File: src/rtl/ext_op_sequencer_pkg.sv
// Shared types and helpers for the multi-cycle execution-unit sequencer.
package ext_op_sequencer_pkg;

  typedef enum logic [1:0] {
    StIdle  = 2'd0,
    StIssue = 2'd1,
    StResp  = 2'd2
  } seq_state_e;

  localparam int unsigned UNIT_MUL = 0;
  localparam int unsigned UNIT_DIV = 1;

  function automatic int unsigned sel_width(input int unsigned num_units);
    return (num_units <= 1) ? 1 : $clog2(num_units);
  endfunction

  // Wide enough to hold the limit itself, never less than one bit.
  function automatic int unsigned cnt_width(input int unsigned limit);
    return (limit == 0) ? 1 : $clog2(limit + 1);
  endfunction

endpackage

File: src/rtl/ext_op_watchdog.sv
// Watchdog counter: cleared on issue, counts stalled cycles, flags expiry at LIMIT-1.
module ext_op_watchdog
  import ext_op_sequencer_pkg::*;
#(
  parameter int unsigned LIMIT     = 64,
  parameter int unsigned CNT_WIDTH = cnt_width(LIMIT)
) (
  input  logic clk,
  input  logic reset,
  input  logic clear,
  input  logic enable,
  output logic expired
);

  logic [CNT_WIDTH-1:0] cnt_q, cnt_d;

  generate
    if (LIMIT == 0) begin : g_disabled
      assign expired = 1'b0;
    end else begin : g_enabled
      assign expired = (cnt_q == CNT_WIDTH'(LIMIT - 1));
    end
  endgenerate

  // Holding at expiry keeps the count from ever wrapping.
  always_comb begin
    cnt_d = cnt_q;
    if (clear) begin
      cnt_d = '0;
    end else if (enable && (LIMIT != 0) && !expired) begin
      cnt_d = cnt_q + 1'b1;
    end
  end

  always_ff @(posedge clk) begin
    if (reset) begin
      cnt_q <= '0;
    end else begin
      cnt_q <= cnt_d;
    end
  end

endmodule

File: src/rtl/ext_op_sequencer.sv
// Single-outstanding request sequencer for multi-cycle execution units with
// watchdog, abort and error reporting.
module ext_op_sequencer
  import ext_op_sequencer_pkg::*;
#(
  parameter int unsigned NUM_UNITS      = 2,
  parameter int unsigned DATA_WIDTH     = 32,
  parameter int unsigned OP_WIDTH       = 3,
  parameter int unsigned TIMEOUT_CYCLES = 64,
  parameter int unsigned SEL_WIDTH      = sel_width(NUM_UNITS)
) (
  input  logic                            clk,
  input  logic                            reset,
  input  logic                            req_valid,
  output logic                            req_ready,
  input  logic [SEL_WIDTH-1:0]            req_unit,
  input  logic [OP_WIDTH-1:0]             req_op,
  input  logic [DATA_WIDTH-1:0]           req_a,
  input  logic [DATA_WIDTH-1:0]           req_b,
  input  logic                            kill,
  output logic [NUM_UNITS-1:0]            unit_valid,
  output logic [OP_WIDTH-1:0]             unit_op,
  output logic [DATA_WIDTH-1:0]           unit_a,
  output logic [DATA_WIDTH-1:0]           unit_b,
  input  logic [NUM_UNITS-1:0]            unit_ready,
  input  logic [NUM_UNITS*DATA_WIDTH-1:0] unit_result,
  output logic                            rsp_valid,
  output logic [DATA_WIDTH-1:0]           rsp_result,
  output logic                            rsp_error,
  output logic                            rsp_timeout,
  output logic                            busy
);

  seq_state_e            state_q, state_d;
  logic [SEL_WIDTH-1:0]  sel_q, sel_d;
  logic [OP_WIDTH-1:0]   op_q, op_d;
  logic [DATA_WIDTH-1:0] a_q, a_d;
  logic [DATA_WIDTH-1:0] b_q, b_d;
  logic [DATA_WIDTH-1:0] result_q, result_d;
  logic                  err_q, err_d;
  logic                  tmo_q, tmo_d;

  logic                  req_unit_ok;
  logic                  sel_ready;
  logic [DATA_WIDTH-1:0] sel_result;
  logic                  wd_clear;
  logic                  wd_enable;
  logic                  wd_expired;

  assign req_unit_ok = (32'(req_unit) < NUM_UNITS);

  // Only the selected unit's ready/result are visible to the FSM.
  always_comb begin
    sel_ready  = 1'b0;
    sel_result = '0;
    for (int i = 0; i < NUM_UNITS; i++) begin
      if (sel_q == SEL_WIDTH'(i)) begin
        sel_ready  = unit_ready[i];
        sel_result = unit_result[i*DATA_WIDTH +: DATA_WIDTH];
      end
    end
  end

  ext_op_watchdog #(
    .LIMIT (TIMEOUT_CYCLES)
  ) u_watchdog (
    .clk     (clk),
    .reset   (reset),
    .clear   (wd_clear),
    .enable  (wd_enable),
    .expired (wd_expired)
  );

  always_comb begin
    state_d   = state_q;
    sel_d     = sel_q;
    op_d      = op_q;
    a_d       = a_q;
    b_d       = b_q;
    result_d  = result_q;
    err_d     = err_q;
    tmo_d     = tmo_q;
    wd_clear  = 1'b0;
    wd_enable = 1'b0;

    case (state_q)
      StIdle: begin
        if (req_valid) begin
          tmo_d = 1'b0;
          if (req_unit_ok) begin
            state_d  = StIssue;
            sel_d    = req_unit;
            op_d     = req_op;
            a_d      = req_a;
            b_d      = req_b;
            err_d    = 1'b0;
            wd_clear = 1'b1;
          end else begin
            state_d = StResp;
            err_d   = 1'b1;
          end
        end
      end
      StIssue: begin
        // Abort beats completion, and completion beats expiry.
        if (kill) begin
          state_d = StIdle;
        end else if (sel_ready) begin
          state_d  = StResp;
          result_d = sel_result;
          err_d    = 1'b0;
          tmo_d    = 1'b0;
        end else if (wd_expired) begin
          state_d = StResp;
          err_d   = 1'b1;
          tmo_d   = 1'b1;
        end else begin
          wd_enable = 1'b1;
        end
      end
      StResp: begin
        state_d = StIdle;
      end
      default: begin
        state_d = StIdle;
      end
    endcase
  end

  always_ff @(posedge clk) begin
    if (reset) begin
      state_q  <= StIdle;
      sel_q    <= '0;
      op_q     <= '0;
      a_q      <= '0;
      b_q      <= '0;
      result_q <= '0;
      err_q    <= 1'b0;
      tmo_q    <= 1'b0;
    end else begin
      state_q  <= state_d;
      sel_q    <= sel_d;
      op_q     <= op_d;
      a_q      <= a_d;
      b_q      <= b_d;
      result_q <= result_d;
      err_q    <= err_d;
      tmo_q    <= tmo_d;
    end
  end

  always_comb begin
    unit_valid = '0;
    for (int i = 0; i < NUM_UNITS; i++) begin
      unit_valid[i] = (state_q == StIssue) && (sel_q == SEL_WIDTH'(i));
    end
  end

  assign unit_op     = op_q;
  assign unit_a      = a_q;
  assign unit_b      = b_q;
  assign req_ready   = (state_q == StIdle);
  assign busy        = (state_q != StIdle);
  assign rsp_valid   = (state_q == StResp);
  assign rsp_result  = result_q;
  assign rsp_error   = rsp_valid & err_q;
  assign rsp_timeout = rsp_valid & tmo_q;

endmodule

File: config.mk
export PLATFORM = sky130hd
export DESIGN_NAME = ext_op_sequencer
export DESIGN_NICKNAME = d
export VERILOG_FILES = /design/src/rtl/ext_op_sequencer_pkg.sv /design/src/rtl/ext_op_watchdog.sv /design/src/rtl/ext_op_sequencer.sv
export SDC_FILE = /design/constraint.sdc
export NUM_CORES = 1
export LEC_CHECK = 0
export CAP_MARGIN = 20
export CORE_MARGIN = 4
export CORE_UTILIZATION = 40
export CTS_BUF_LIST = sky130_fd_sc_hd__clkbuf_4
export DETAILED_ROUTE_END_ITERATION = 6
export PLACE_DENSITY_LB_ADDON = 0.1
export SLEW_MARGIN = 20
export SYNTH_ARGS = -nofsm -noshare
export SYNTH_HDL_FRONTEND = slang
export SYNTH_HIERARCHICAL = 1
export SYNTH_SLANG_ARGS = --single-unit
export TNS_END_PERCENT = 5
File: constraint.sdc
create_clock -name clk -period 2.5 [get_ports clk]
set_clock_uncertainty 0.2 [all_clocks]
set_input_delay 0.625 -clock clk [delete_from_list [all_inputs] [get_ports clk]]
set_output_delay 0.625 -clock clk [all_outputs]
set_load 0.02 [all_outputs]
* Word-level counts from Yosys, hierarchy flattened
Cells that the tools add are included.
Operators by class: reductions and logical operators 12, multipliers 0, $lt $le $gt $ge 0, bitwise logic cells 3, divide/modulo/power cells 0, eq/ne operators 7, muxes and demuxes 18, add/subtract/negate cells 1, shift operators 0
Operators with widths (number):
- $mux W32 | 1
- $mux W1 | 11
- $mux W2 | 4
- $add A7 B1 Y7 const B | 1
- $eq A7 B6 Y1 const B | 1
- $ne A2 B2 Y1 const B | 2
- $ne A4 B3 Y1 const B | 1
- $pmux W2 S2 | 1
- $reduce_and A2 Y1 | 2
- $reduce_and A4 Y1 | 1
- $reduce_bool A2 Y1 | 2
- $logic_and A1 B1 Y1 | 3
- $ne A3 B2 Y1 const B | 1
- $reduce_and A3 Y1 | 1
- $eq A2 B1 Y1 const B | 1
- $eq A2 B2 Y1 const B | 1
- $logic_not A2 Y1 | 1
- $not A1 Y1 | 2
- $pmux W1 S2 | 1
- $reduce_or A2 Y1 | 1
- $and A1 B1 Y1 | 1
- $logic_not A1 Y1 | 1
Word-level totals: bits in read-only memories 0, output and inout bits 106, flip-flop bits (word level) 110, latch bits 0, memories 0, bits in writable memories 0

* Longest topological paths before layout
Gate-level depths: netlist (run 1).
word-level depth 6, gate-level depth with buffers 8, depth with buffers taken out 8

* Cells and area by module
The synthesis (run 1) kept the hierarchy.
Modules (own cells, without submodules):
- ext_op_sequencer | cells an instance 461, seq. area each 2062.0 µm², times used 1, area each 4126.5 µm²
- ext_op_watchdog | cells an instance 36, seq. area each 140.1 µm², times used 1, area each 341.6 µm²

* Least setup slack after synthesis (run 1)
OpenSTA, ideal clock, no wires.
kind input -> register, start point input port kill, end point register u_watchdog.cnt_q[4], data arrival time 1852 ps, path slack 357 ps, buffers on the path 0, stages on the path 5, path through nor3b_2 -> nor3b_1 -> and2_4 -> a31oi_1 -> a311oi_1
Between the ends: cells in the longest elaborated chain, start to end 3
Ends and longest elaborated chain:
- from (decl) | RTL line ext_op_sequencer.sv:20 | input logic kill,
- $mux W1 | RTL line ext_op_sequencer.sv:106 | if (kill) begin
- $mux W1 | RTL line ext_op_sequencer.sv:86 | case (state_q)
- net wd_enable | RTL line ext_op_sequencer.sv:47 | logic wd_enable;
- $logic_and A1 B1 Y1 | RTL line ext_op_watchdog.sv:30 | end else if (enable && (LIMIT != 0) && !expired) begin
- to (signal assigned) | RTL line ext_op_watchdog.sv:39 | cnt_q <= cnt_d;
- to (decl) | RTL line ext_op_watchdog.sv:15 | logic [CNT_WIDTH-1:0] cnt_q, cnt_d;
The timed path passes the listed nets, and every way through them passes these cells. A chain may end at the register's enable or synchronous reset.

* Worst setup path after layout (run 1)
start point register state_q[1], end point output port rsp_error
Between the ends: cells in the longest elaborated chain, start to end 2
Ends and longest elaborated chain:
- from (decl) | RTL line ext_op_sequencer.sv:34 | seq_state_e state_q, state_d;
- from (signal assigned) | RTL line ext_op_sequencer.sv:132 | state_q <= StIdle;
- from (signal assigned) | RTL line ext_op_sequencer.sv:141 | state_q <= state_d;
- $eq A2 B2 Y1 | RTL line ext_op_sequencer.sv:164 | assign rsp_valid = (state_q == StResp);
- $and A1 B1 Y1
- to (decl) | RTL line ext_op_sequencer.sv:29 | output logic rsp_error,
Every way passes these cells.

==> results.md, run 1 <==
- Post-CTS Setup Bufs: 0
- Mapped Avg Cell Area: around 9 sq um
- Port-buffer cells: 243
- PwrDens: between 500 and 600 nW/um^2
- Max Transition Viols Final: 0
- Worst Path Max Fanout: 6
- Cell Area, Synth: 4470 sq um
- Share of the synthesized area in the top cell type: 49.3%
- Worst Path Required: around 1.7 ns
- Type of the tightest min-delay check: reg -> reg
- Initial Util: ~41%
- # diodes: 0
- Status: finished, final reports clean
- Later-pin clock latency in the skew report: around 0.43 ns
- Reg-to-reg setup timing slack: between 0.3 and 0.4 ns
- Initial antenna violation count: 0
- Max VDD drop: 0.000320 V
- CTS buffer count: 9
- Count of final setup violators: 0
- ANT nets after route: 0
- Hpwl dp: 10.4 mm
- Internal Pwr Total: approximately 0.0027 W
- Synth area leader: dfxtp_1
- Slew headroom: a little under two thirds
- Final period utilization: between 90 and 100%
- Comb power frac: a little under a quarter
- TritonCTS clock tree: yes
- CTS root buffer: clkbuf_4
- Io pins: around 240
- Vias in the first global route: ~4300
- Fillcell total: between 900 and 1000
- DRT iter0 DRCs: about 170
- Area grow syn2layout: 61.1%
- Sw frac: 27.2%
- Die width: 114 microns
- Worst-Margin Slew: approximately 0.55 ns
- Synth top area cells: dfxtp_1, nand2_1, a21oi_1, a211oi_2, mux2i_1
- Largest net degree at the start of global routing: 66
- Warnings from Yosys: 6
- Share of layout cells above drive strength 1: under 10%
- F_max: approximately 420 MHz
- Clk buf depth: 2
- Critical path arrival: roughly 1.5 ns
- Setup crit end kind: output port
- Cells after Synth: 497
- DR DRC count: 0
- Drt first pass iters: 4
- Drt total wl: around 14 mm
- First-pass GRT wire length: between 20 and 25 mm
- Die area: around 13000 sq um
- Hold buffer count at CTS: 0
- Clock H-tree levels: 3
- Final core occ: 66.1%
- Crit path kind: reg -> out
- Post-layout min period: between 2 and 2.5 ns
- GP Congestion: between 0.7 and 0.8
- Per-cell routed wire length: ~16 microns
- Area of the multi-input gates: 2050 sq um
- Core area: about 11000 sq um
- # rows: 38
- Leak pwr: 2.58 nW
- PostCTS Resize Cnt: 7
- CTS Sinks: 110
- Count of different cell masters after synthesis: 38
- #FFs+latches synth: 110
- FF/Latch Area: ~2200 sq um
- Most common cell after layout, fill and taps aside: clkdlybuf4s50_1
- Clock share of power: roughly 26%
- Most frequent cells in the layout: clkdlybuf4s50_1, nand2_1, dfxtp_1, a21oi_1, mux2i_1
- GRT Total Usage: between 20% and 30%
- Seq/Total Area, Yosys: approximately 49%
- Worst-path clk slew: approximately 0.15 ns
- Critical Path Start Type: register
- Psw: 0.00101 W
- Max-cap viol count: 0
- Reg power frac: between 50% and 60%
- Vias per inst: 4.94
- Min Hold Slack: about 0.26 ns
- Layout net count: slightly below 900
- Via count: 4307
- Syn nets: 636
- RSZ-0062 raised after global routing: true
- Die Span Y: between 100 and 150 microns
- GRT overflow: 0
- Final hold viol count: 0
logic make-up after synthesis:
kind of cell	count (synthesis)	share of synthesized area, %
AND/OR/NAND/NOR	163	15.6
AO/OA/AOI/OAI	144	21.8
buffers and inverters	44	5.04
flip-flops	110	49.3
adder cells (fa/ha/maj)	1	0.280
multiplexers	35	7.95
power by group through the flow:
stage | logic [W] | clock network [W] | registers, W
2_1_floorplan | 0.000291 | 0 | 0.00203
3_3_place_gp | 0.000867 | 0 | 0.00192
3_5_place_dp | 0.000880 | 0 | 0.00193
4_1_cts | 0.000881 | 0.000991 | 0.00189
5_1_grt | 0.000933 | 0.00105 | 0.00190
6_report | 0.000871 | 0.000964 | 0.00189
path summary, 6_finish.rpt:
kind / start / depth (start not counted) / end
setup / recovery: state_q[1] / 3 / rsp_error
hold / removal: unit_a[31] / 2 / unit_a[31]
setup reg to reg: u_watchdog/cnt_q[0] / 9 / u_watchdog/cnt_q[4]
hold reg to reg: unit_a[31] / 2 / unit_a[31]
metal layers:
layer / GRT usage (%) / part of all wire, % / vias up / routed length, microns
met4: 7.13 / 1.9 / 0 / 267
met5: 0 / 0 / - / 0
met1: 22.5 / 39 / 1966 / 5410
li1: - / - / 2159 / -
met3: 7.48 / 9.8 / 18 / 1350
met2: 35.9 / 49 / 164 / 6770
worst max-delay path, stage by stage (launching register included):
cell and delay [ns]:
dfxtp_2 0.42, nor2b_1 0.20, and2_1 0.17, dlygate4sd2_1 0.34
state kept, by name (all words and copies together), names as in the netlist:
register,count
tmo_q,1
unit_a,32
sel_q,1
rsp_result,32
unit_op,3
unit_b,32
state_q,2
u_watchdog/cnt_q,7
synthesized netlist by cell type, drive strengths merged:
library cell / count
a211oi: 32
a21boi: 1
a21oi: 100
a22oi: 1
a311oi: 1
a31oi: 4
and2: 3
and3: 1
and3b: 2
and4: 1
buf: 21
clkbuf: 20
dfxtp: 110
ha: 1
inv: 3
mux2: 1
mux2i: 34
nand2: 141
nand2b: 1
nand3: 2
nor2: 2
nor2b: 1
nor3: 1
nor3b: 4
o21ai: 2
o21ba: 1
o311ai: 1
o41ai: 1
or2: 2
or3: 1
or3b: 1
through the flow:
stage / cells / power, W / setup slack, ns / cell area (sq um) / setup TNS (ns)
global route: 871 / 0.00389 / -0.0150 / 7200 / -0.0256
floorplan: 497 / 0.00232 / 0.357 / 4470 / 0
finish: 871 / 0.00372 / 0.134 / 7200 / 0
detailed placement: 855 / 0.00281 / -0.0288 / 7050 / -0.0288
CTS: 871 / 0.00376 / 0.00996 / 7190 / 0
global placement: 855 / 0.00279 / -0.00318 / 7050 / -0.00318
layout make-up:
class | instances | share of cell area (%)
Clock buffer | 10 | 1.04
Clock inverter | 6 | 1.06
Inverter | 3 | 0.156
Multi-Input combinational cell | 343 | 28.4
Sequential cell | 110 | 30.6
Tap cell | 140 | 2.43
Timing Repair Buffer | 259 | 36.2
Note: power is estimated with default switching activity, not from simulation.
==> inputs of run 2 (changes only) <==
SETUP_SLACK_MARGIN = 0.4   (was default)
==> results.md, run 2 (synthesized netlist as in run 1, its figures left out) <==
- Clock H-tree levels: 3 (unchanged)
- Worst reg2reg path startpoint: u_watchdog/cnt_q[0] (unchanged)
- DRT iter0 DRCs: 138 (was 167)
- Setup crit end kind: output port (unchanged)
- Max VDD drop: 0.000316 V (was 0.000320 V)
- Critical path arrival: 1.45 ns (was 1.54 ns)
- Area of the multi-input gates: 2090 sq um (was 2050 sq um)
- RSZ-0062 raised after global routing: true (unchanged)
- Worst Path Required: 1.67 ns (about the same)
- GRT overflow: 0 (unchanged)
- Largest net degree at the start of global routing: 62 (was 66)
- First-pass GRT wire length: 21.1 mm (was 21.4 mm)
- Crit path kind: reg -> out (unchanged)
- Die width: 114 microns (unchanged)
- Drt first pass iters: 4 (unchanged)
- FF/Latch Area: 2210 sq um (was 2200 sq um)
- Max Transition Viols Final: 0 (unchanged)
- GP Congestion: 0.756 (was 0.767)
- Pre-CTS WS: -0.0174 ns (was -0.0288 ns)
- DR DRC count: 0 (unchanged)
- Initial Util: 41.0% (unchanged)
- Share of layout cells above drive strength 1: 11.5% (was 9.71%)
- Count of final setup violators: 0 (unchanged)
- Most frequent cells in the layout: clkdlybuf4s50_1, nand2_1, dfxtp_1, a21oi_1, mux2i_1 (unchanged)
- Leak pwr: 2.67 nW (was 2.58 nW)
- HP Start: unit_a[8] (was unit_a[31])
- Final period utilization: 91.1% (was 94.6%)
- CTS buffer count: 9 (unchanged)
- Status: finished, final reports clean (unchanged)
- Sum of buffers and inverters on the critical path: 1 (unchanged)
- Die Span Y: 114 microns (unchanged)
- Core area: 10900 sq um (unchanged)
- Port-buffer cells: 243 (unchanged)
- Critical Path Start Type: register (unchanged)
- Fillcell total: 907 (was 934)
- Most common cell after layout, fill and taps aside: clkdlybuf4s50_1 (unchanged)
- Max-cap viol count: 0 (unchanged)
- Later-pin clock latency in the skew report: 0.43 ns (about the same)
- CTS Sinks: 110 (unchanged)
- CP max-delay cell: clkdlybuf4s50_1 (was dfxtp_2)
- Type of the tightest min-delay check: reg -> reg (unchanged)
- Via count: 4354 (was 4307)
- # diodes: 0 (unchanged)
- ANT nets after route: 0 (unchanged)
- Area grow syn2layout: 62.2% (was 61.1%)
- Hpwl dp: 10.3 mm (was 10.4 mm)
- Largest stage delay, worst path: 0.64 ns (was 0.42 ns)
- Clk buf depth: 2 (unchanged)
- Worst-path clk slew: 0.15 ns (about the same)
- Crit path max-delay family: buffers and inverters (was flip-flops)
- Post-Place Cell Area: 7000 sq um (was 7050 sq um)
- Vias per inst: 5.02 (was 4.94)
- Io pins: 244 (unchanged)
- Worst Setup SP: rsp_result[31] (was state_q[1])
- Final core occ: 66.6% (was 66.1%)
- Design Area, Final: 7250 sq um (was 7200 sq um)
- Setup TNS Final: 0 ns (unchanged)
- PwrDens: 525 nW/um^2 (was 518 nW/um^2)
- Fin cells: 868 (was 871)
- Worst-Margin Slew: 0.621 ns (was 0.549 ns)
- F_max: 439 MHz (was 423 MHz)
- Drt total wl: 13.7 mm (was 13.8 mm)
- Per-cell routed wire length: 15.8 microns (about the same)
- Worst Path Max Fanout: 2 (was 6)
- Vias in the first global route: 4237 (was 4329)
- Slew headroom: 58.6% (was 63.4%)
- Placed Cells: 850 (was 855)
- Setup ws final: 0.221 ns (was 0.134 ns)
- Layout net count: 863 (was 865)
- Final hold viol count: 0 (unchanged)
- # rows: 38 (unchanged)
- Initial antenna violation count: 0 (unchanged)
- CTS root buffer: clkbuf_4 (unchanged)
- GRT Total Usage: 20.3% (was 20.4%)
- CP Cell Sequence: clkdlybuf4s50_1 (was nor2b_1 -> and2_1 -> dlygate4sd2_1)
- Post-layout min period: 2.28 ns (was 2.37 ns)
- Die area: 12900 sq um (unchanged)
- TritonCTS clock tree: yes (unchanged)
run 2: changes by cell type in the layout (fill, tap and decap cells not counted), sizes merged:
cell	before	now
clkdlybuf4s15	0	1
dlymetal6s2s	1	5
buf	17	19
clkinv	4	2
bufinv	2	3
clkdlybuf4s50	235	229
dlygate4sd2	6	3
run 2: worst paths after layout:
| path | cells past startpoint | end | slack [ns] |
|---|---|---|---|
| worst max-delay path | 1 | rsp_result[31] | 0.22 |
| worst min-delay path | 2 | unit_a[8] | 0.26 |
| worst max register to register | 8 | u_watchdog/cnt_q[4] | 0.46 |
| worst min register to register | 2 | unit_a[8] | 0.26 |
run 2: final cells by class:
type                       instances  share of cell area, %
clock buffer                      10                   1.04
clock inverter                     5                   1.36
inverter                           3                  0.155
multi-input combinational        343                   28.8
sequential                       110                   30.6
tap                              140                   2.42
timing repair buffer             257                   35.7
run 2: worst reg2reg max path: stages (launching register included):
cell	delay, ns
dfxtp_4	0.39
ha_1	0.21
and3b_4	0.22
nand2_4	0.08
inv_2	0.05
nor3b_4	0.28
and2_4	0.22
a31oi_1	0.09
a311oi_1	0.23
run 2: power by group:
| part | switching [W] | internal, W |
|---|---|---|
| Sequential | 0.0000476 | 0.00184 |
| Combinational | 0.000409 | 0.000452 |
| Clock | 0.000548 | 0.000509 |
| Total | 0.00100 | 0.00280 |
run 2: metal layers:
layer  GRT usage [%]  part of all wire, %  vias to the layer above
met3            6.95                  9.1                       30
met2            35.3                   49                      157
li1                -                    -                     2158
met4            8.17                  2.9                        0
met1            22.6                   39                     2009
met5               0                    0                        -
run 2: repair_timing:
| action | 4_1_cts | 5_1_grt |
|---|---|---|
| buffers inserted | 1 | 2 |
| hold buffers | 0 | 0 |
| setup endpoints to repair | 108 | 131 |
| pin swaps | 1 | 2 |
| resized for setup | 33 | 13 |
run 2: metrics by stage:
stage | power (W) | hold WS (ns)
after floorplan | 0.00232 | 0.216
after global placement | 0.00278 | 0.227
after detailed placement | 0.00280 | 0.246
after CTS | 0.00384 | 0.265
after global routing | 0.00398 | 0.285
final | 0.00381 | 0.263
==> inputs of run 3 (changes only) <==
CORE_ASPECT_RATIO = 0.6   (was default)
clock period = 2.2 ns   (was 2.5 ns; I/O delays follow)
==> results.md, run 3 (synthesized netlist as in run 1, its figures left out) <==
- Status: finished, final reports clean (unchanged)
- Worst Path Required: 2.32 ns (was 1.67 ns)
- Internal Pwr Total: 0.00291 W (was 0.00280 W)
- Reg-to-reg setup timing slack: 0.14 ns (was 0.46 ns)
- TritonCTS clock tree: yes (unchanged)
- Slew headroom: 63.7% (was 58.6%)
- # diodes: 0 (unchanged)
- Die Span Y: 89.9 microns (was 114 microns)
- Crit path kind: reg -> reg (was reg -> out)
- Worst-path clk slew: 0.15 ns (about the same)
- Worst reg2reg path startpoint: u_watchdog/cnt_q[1] (was u_watchdog/cnt_q[0])
- Uppermost routed layer: met4 (unchanged)
- CTS root buffer: clkbuf_4 (unchanged)
- Area grow syn2layout: 62.1% (was 62.2%)
- Max VDD drop: 0.000334 V (was 0.000316 V)
- Met1 WL: 6.00 mm (was 5.32 mm)
- GRT overflow: 0 (unchanged)
- GRT Total Usage: 20.4% (was 20.3%)
- Hold buffer count at CTS: 0 (unchanged)
- Largest net degree at the start of global routing: 71 (was 62)
- Sw frac: 28.5% (was 26.4%)
- Worst-Margin Slew: 0.545 ns (was 0.621 ns)
- Comb power frac: 22.8% (was 22.6%)
- Io pins: 244 (unchanged)
- Met2 wire length: 6.48 mm (was 6.73 mm)
- Post-Place Cell Area: 7100 sq um (was 7000 sq um)
- Vias in the first global route: 4260 (was 4237)
- Drt first pass iters: 4 (unchanged)
- Placed Cells: 858 (was 850)
- R2R cell count: 8 (unchanged)
- Worst hold stages: 2 (unchanged)
- WL met3: 1.24 mm (was 1.25 mm)
- Via count: 4355 (was 4354)
- Fin cells: 881 (was 868)
- First-pass GRT wire length: 21.4 mm (was 21.1 mm)
- # rows: 29 (was 38)
- Worst Hold End: unit_b[4] (was unit_a[8])
- Design Area, Final: 7240 sq um (was 7250 sq um)
- Initial Util: 41.6% (was 41.0%)
- Max Transition Viols Final: 0 (unchanged)
- Count of final setup violators: 0 (unchanged)
- Vias per inst: 4.94 (was 5.02)
- Min Hold Slack: 0.218 ns (was 0.263 ns)
- PwrDens: 562 nW/um^2 (was 525 nW/um^2)
- Sum of buffers and inverters on the critical path: 1 (unchanged)
- Die width: 144 microns (was 114 microns)
- Layout net count: 876 (was 863)
- Most frequent cells in the layout: nand2_1, clkdlybuf4s50_1, dfxtp_1, a21oi_1, dlygate4sd2_1 (was clkdlybuf4s50_1, nand2_1, dfxtp_1, a21oi_1, mux2i_1)
- DR DRC count: 0 (unchanged)
- Later-pin clock latency in the skew report: 0.44 ns (was 0.43 ns)
- Clock H-tree levels: 3 (unchanged)
- Final hold viol count: 0 (unchanged)
- Share of layout cells above drive strength 1: 14.0% (was 11.5%)
- Largest stage delay, worst path: 0.39 ns (was 0.64 ns)
- Type of the tightest min-delay check: in -> reg (was reg -> reg)
- Drt total wl: 14.0 mm (was 13.7 mm)
- Worst Path Max Fanout: 5 (was 2)
- CP max-delay cell: dfxtp_4 (was clkdlybuf4s50_1)
- Die area: 13000 sq um (was 12900 sq um)
- DRT iter0 DRCs: 203 (was 138)
- ANT nets after route: 0 (unchanged)
- Port-buffer cells: 243 (unchanged)
- HP Start: reset (was unit_a[8])
- Final period utilization: between 90% and 100%
- Most common cell after layout, fill and taps aside: nand2_1 (was clkdlybuf4s50_1)
- Clock share of power: 24.5% (was 27.8%)
- Critical path arrival: 2.18 ns (was 1.45 ns)
- CP Cell Sequence: ha_4 -> and3b_4 -> nand2_4 -> inv_4 -> nor3b_4 -> nand3_2 -> o311ai_2 -> o41ai_1 (was clkdlybuf4s50_1)
- Clk buf depth: 2 (unchanged)
- Crit path max-delay family: simple AND/OR/NAND/NOR gates (was buffers and inverters)
- Setup TNS Final: 0 ns (unchanged)
- R2R Path End: u_watchdog/cnt_q[5] (was u_watchdog/cnt_q[4])
- GP Congestion: 0.801 (was 0.756)
- Critical Path Start Type: register (unchanged)
- Hpwl dp: 10.3 mm (about the same)
- Core area: 10700 sq um (was 10900 sq um)
- Post-layout min period: 2.06 ns
- Leak pwr: 3.04 nW (was 2.67 nW)
- Setup crit end kind: register (was output port)
- RSZ-0062 raised after global routing: true (unchanged)
- Initial antenna violation count: 0 (unchanged)
- CTS buffer count: 9 (unchanged)
- CTS Sinks: 110 (unchanged)
- F_max: a little under 500 MHz
- Overall power: 0.00407 W (was 0.00381 W)
- Max-cap viol count: 0 (unchanged)
- Psw: 0.00116 W (was 0.00100 W)
- Per-cell routed wire length: 15.9 microns (was 15.8 microns)
- Reg power frac: 52.7% (was 49.6%)
[run 3: cell count changes in the layout (fill, tap and decap cells not counted), sizes merged]
| cell | change |
|---|---|
| dlygate4sd2 | +96 |
| clkdlybuf4s50 | -93 |
| buf | +16 |
| dlymetal6s2s | -5 |
| bufinv | -2 |
| clkinv | +2 |
| clkdlybuf4s15 | -1 |
| clkinvlp | +1 |
[run 3: final cells by class]
class	count	area, sq um
fillers	873	3500
repair buffers	270	2570
flip-flops and latches	110	2220
multi-input cells	343	2130
well taps	139	174
clock buffers	10	75.1
clock inverters	6	62.6
inverters	3	13.8
[run 3: how the worst max path moves through the flow]
stage | startpoint | endpoint | slack [ns] | cells after the start
finish | u_watchdog/cnt_q[1] | u_watchdog/cnt_q[5] | 0.14 | 8
global route | u_watchdog/cnt_q[1] | u_watchdog/cnt_q[5] | 0.07 | 8
CTS | state_q[1] | unit_valid[1] | 0.14 | 3
detailed placement | unit_ready[0] | u_watchdog/cnt_q[5] | -0.18 | 6
global placement | req_valid | tmo_q | -0.16 | 5
floorplan | kill | u_watchdog/cnt_q[4] | 0.27 | 5
[run 3: repair_timing]
action,4_1_cts,5_1_grt
resized for setup,149,10
cloned,0,0
setup buffers,2,5
endpoints found under the setup margin,141,208
pin swaps,4,11
[run 3: metrics by stage]
stage               setup WS (ns)  utilization (%)
CTS                         0.136             66.6
detailed placement         -0.180             66.1
floorplan                   0.266                -
global route               0.0747             67.4
finish                      0.145             67.4
global placement           -0.159             66.1
[run 3: power groups by stage]
stage / Clock, W / Combinational, W / Sequential (W)
2_1_floorplan: 0 / 0.000333 / 0.00231
3_3_place_gp: 0 / 0.000984 / 0.00219
3_5_place_dp: 0 / 0.00100 / 0.00219
4_1_cts: 0.00103 / 0.000936 / 0.00215
5_1_grt: 0.00112 / 0.000998 / 0.00216
6_report: 0.000998 / 0.000927 / 0.00214
[run 3: routing by layer]
layer,up-vias,track usage [%]
met3,22,7.79
met4,0,5.82
met2,160,32.7
met1,1985,25.5
li1,2188,-
met5,-,0
[run 3: worst register-to-register path, cell delays in order, from the launching register on]
cell      delay (ns)
dfxtp_4         0.39
ha_4            0.16
and3b_4         0.20
nand2_4         0.08
inv_4           0.05
nor3b_4         0.30
nand3_2         0.14
o311ai_2        0.28
o41ai_1         0.14
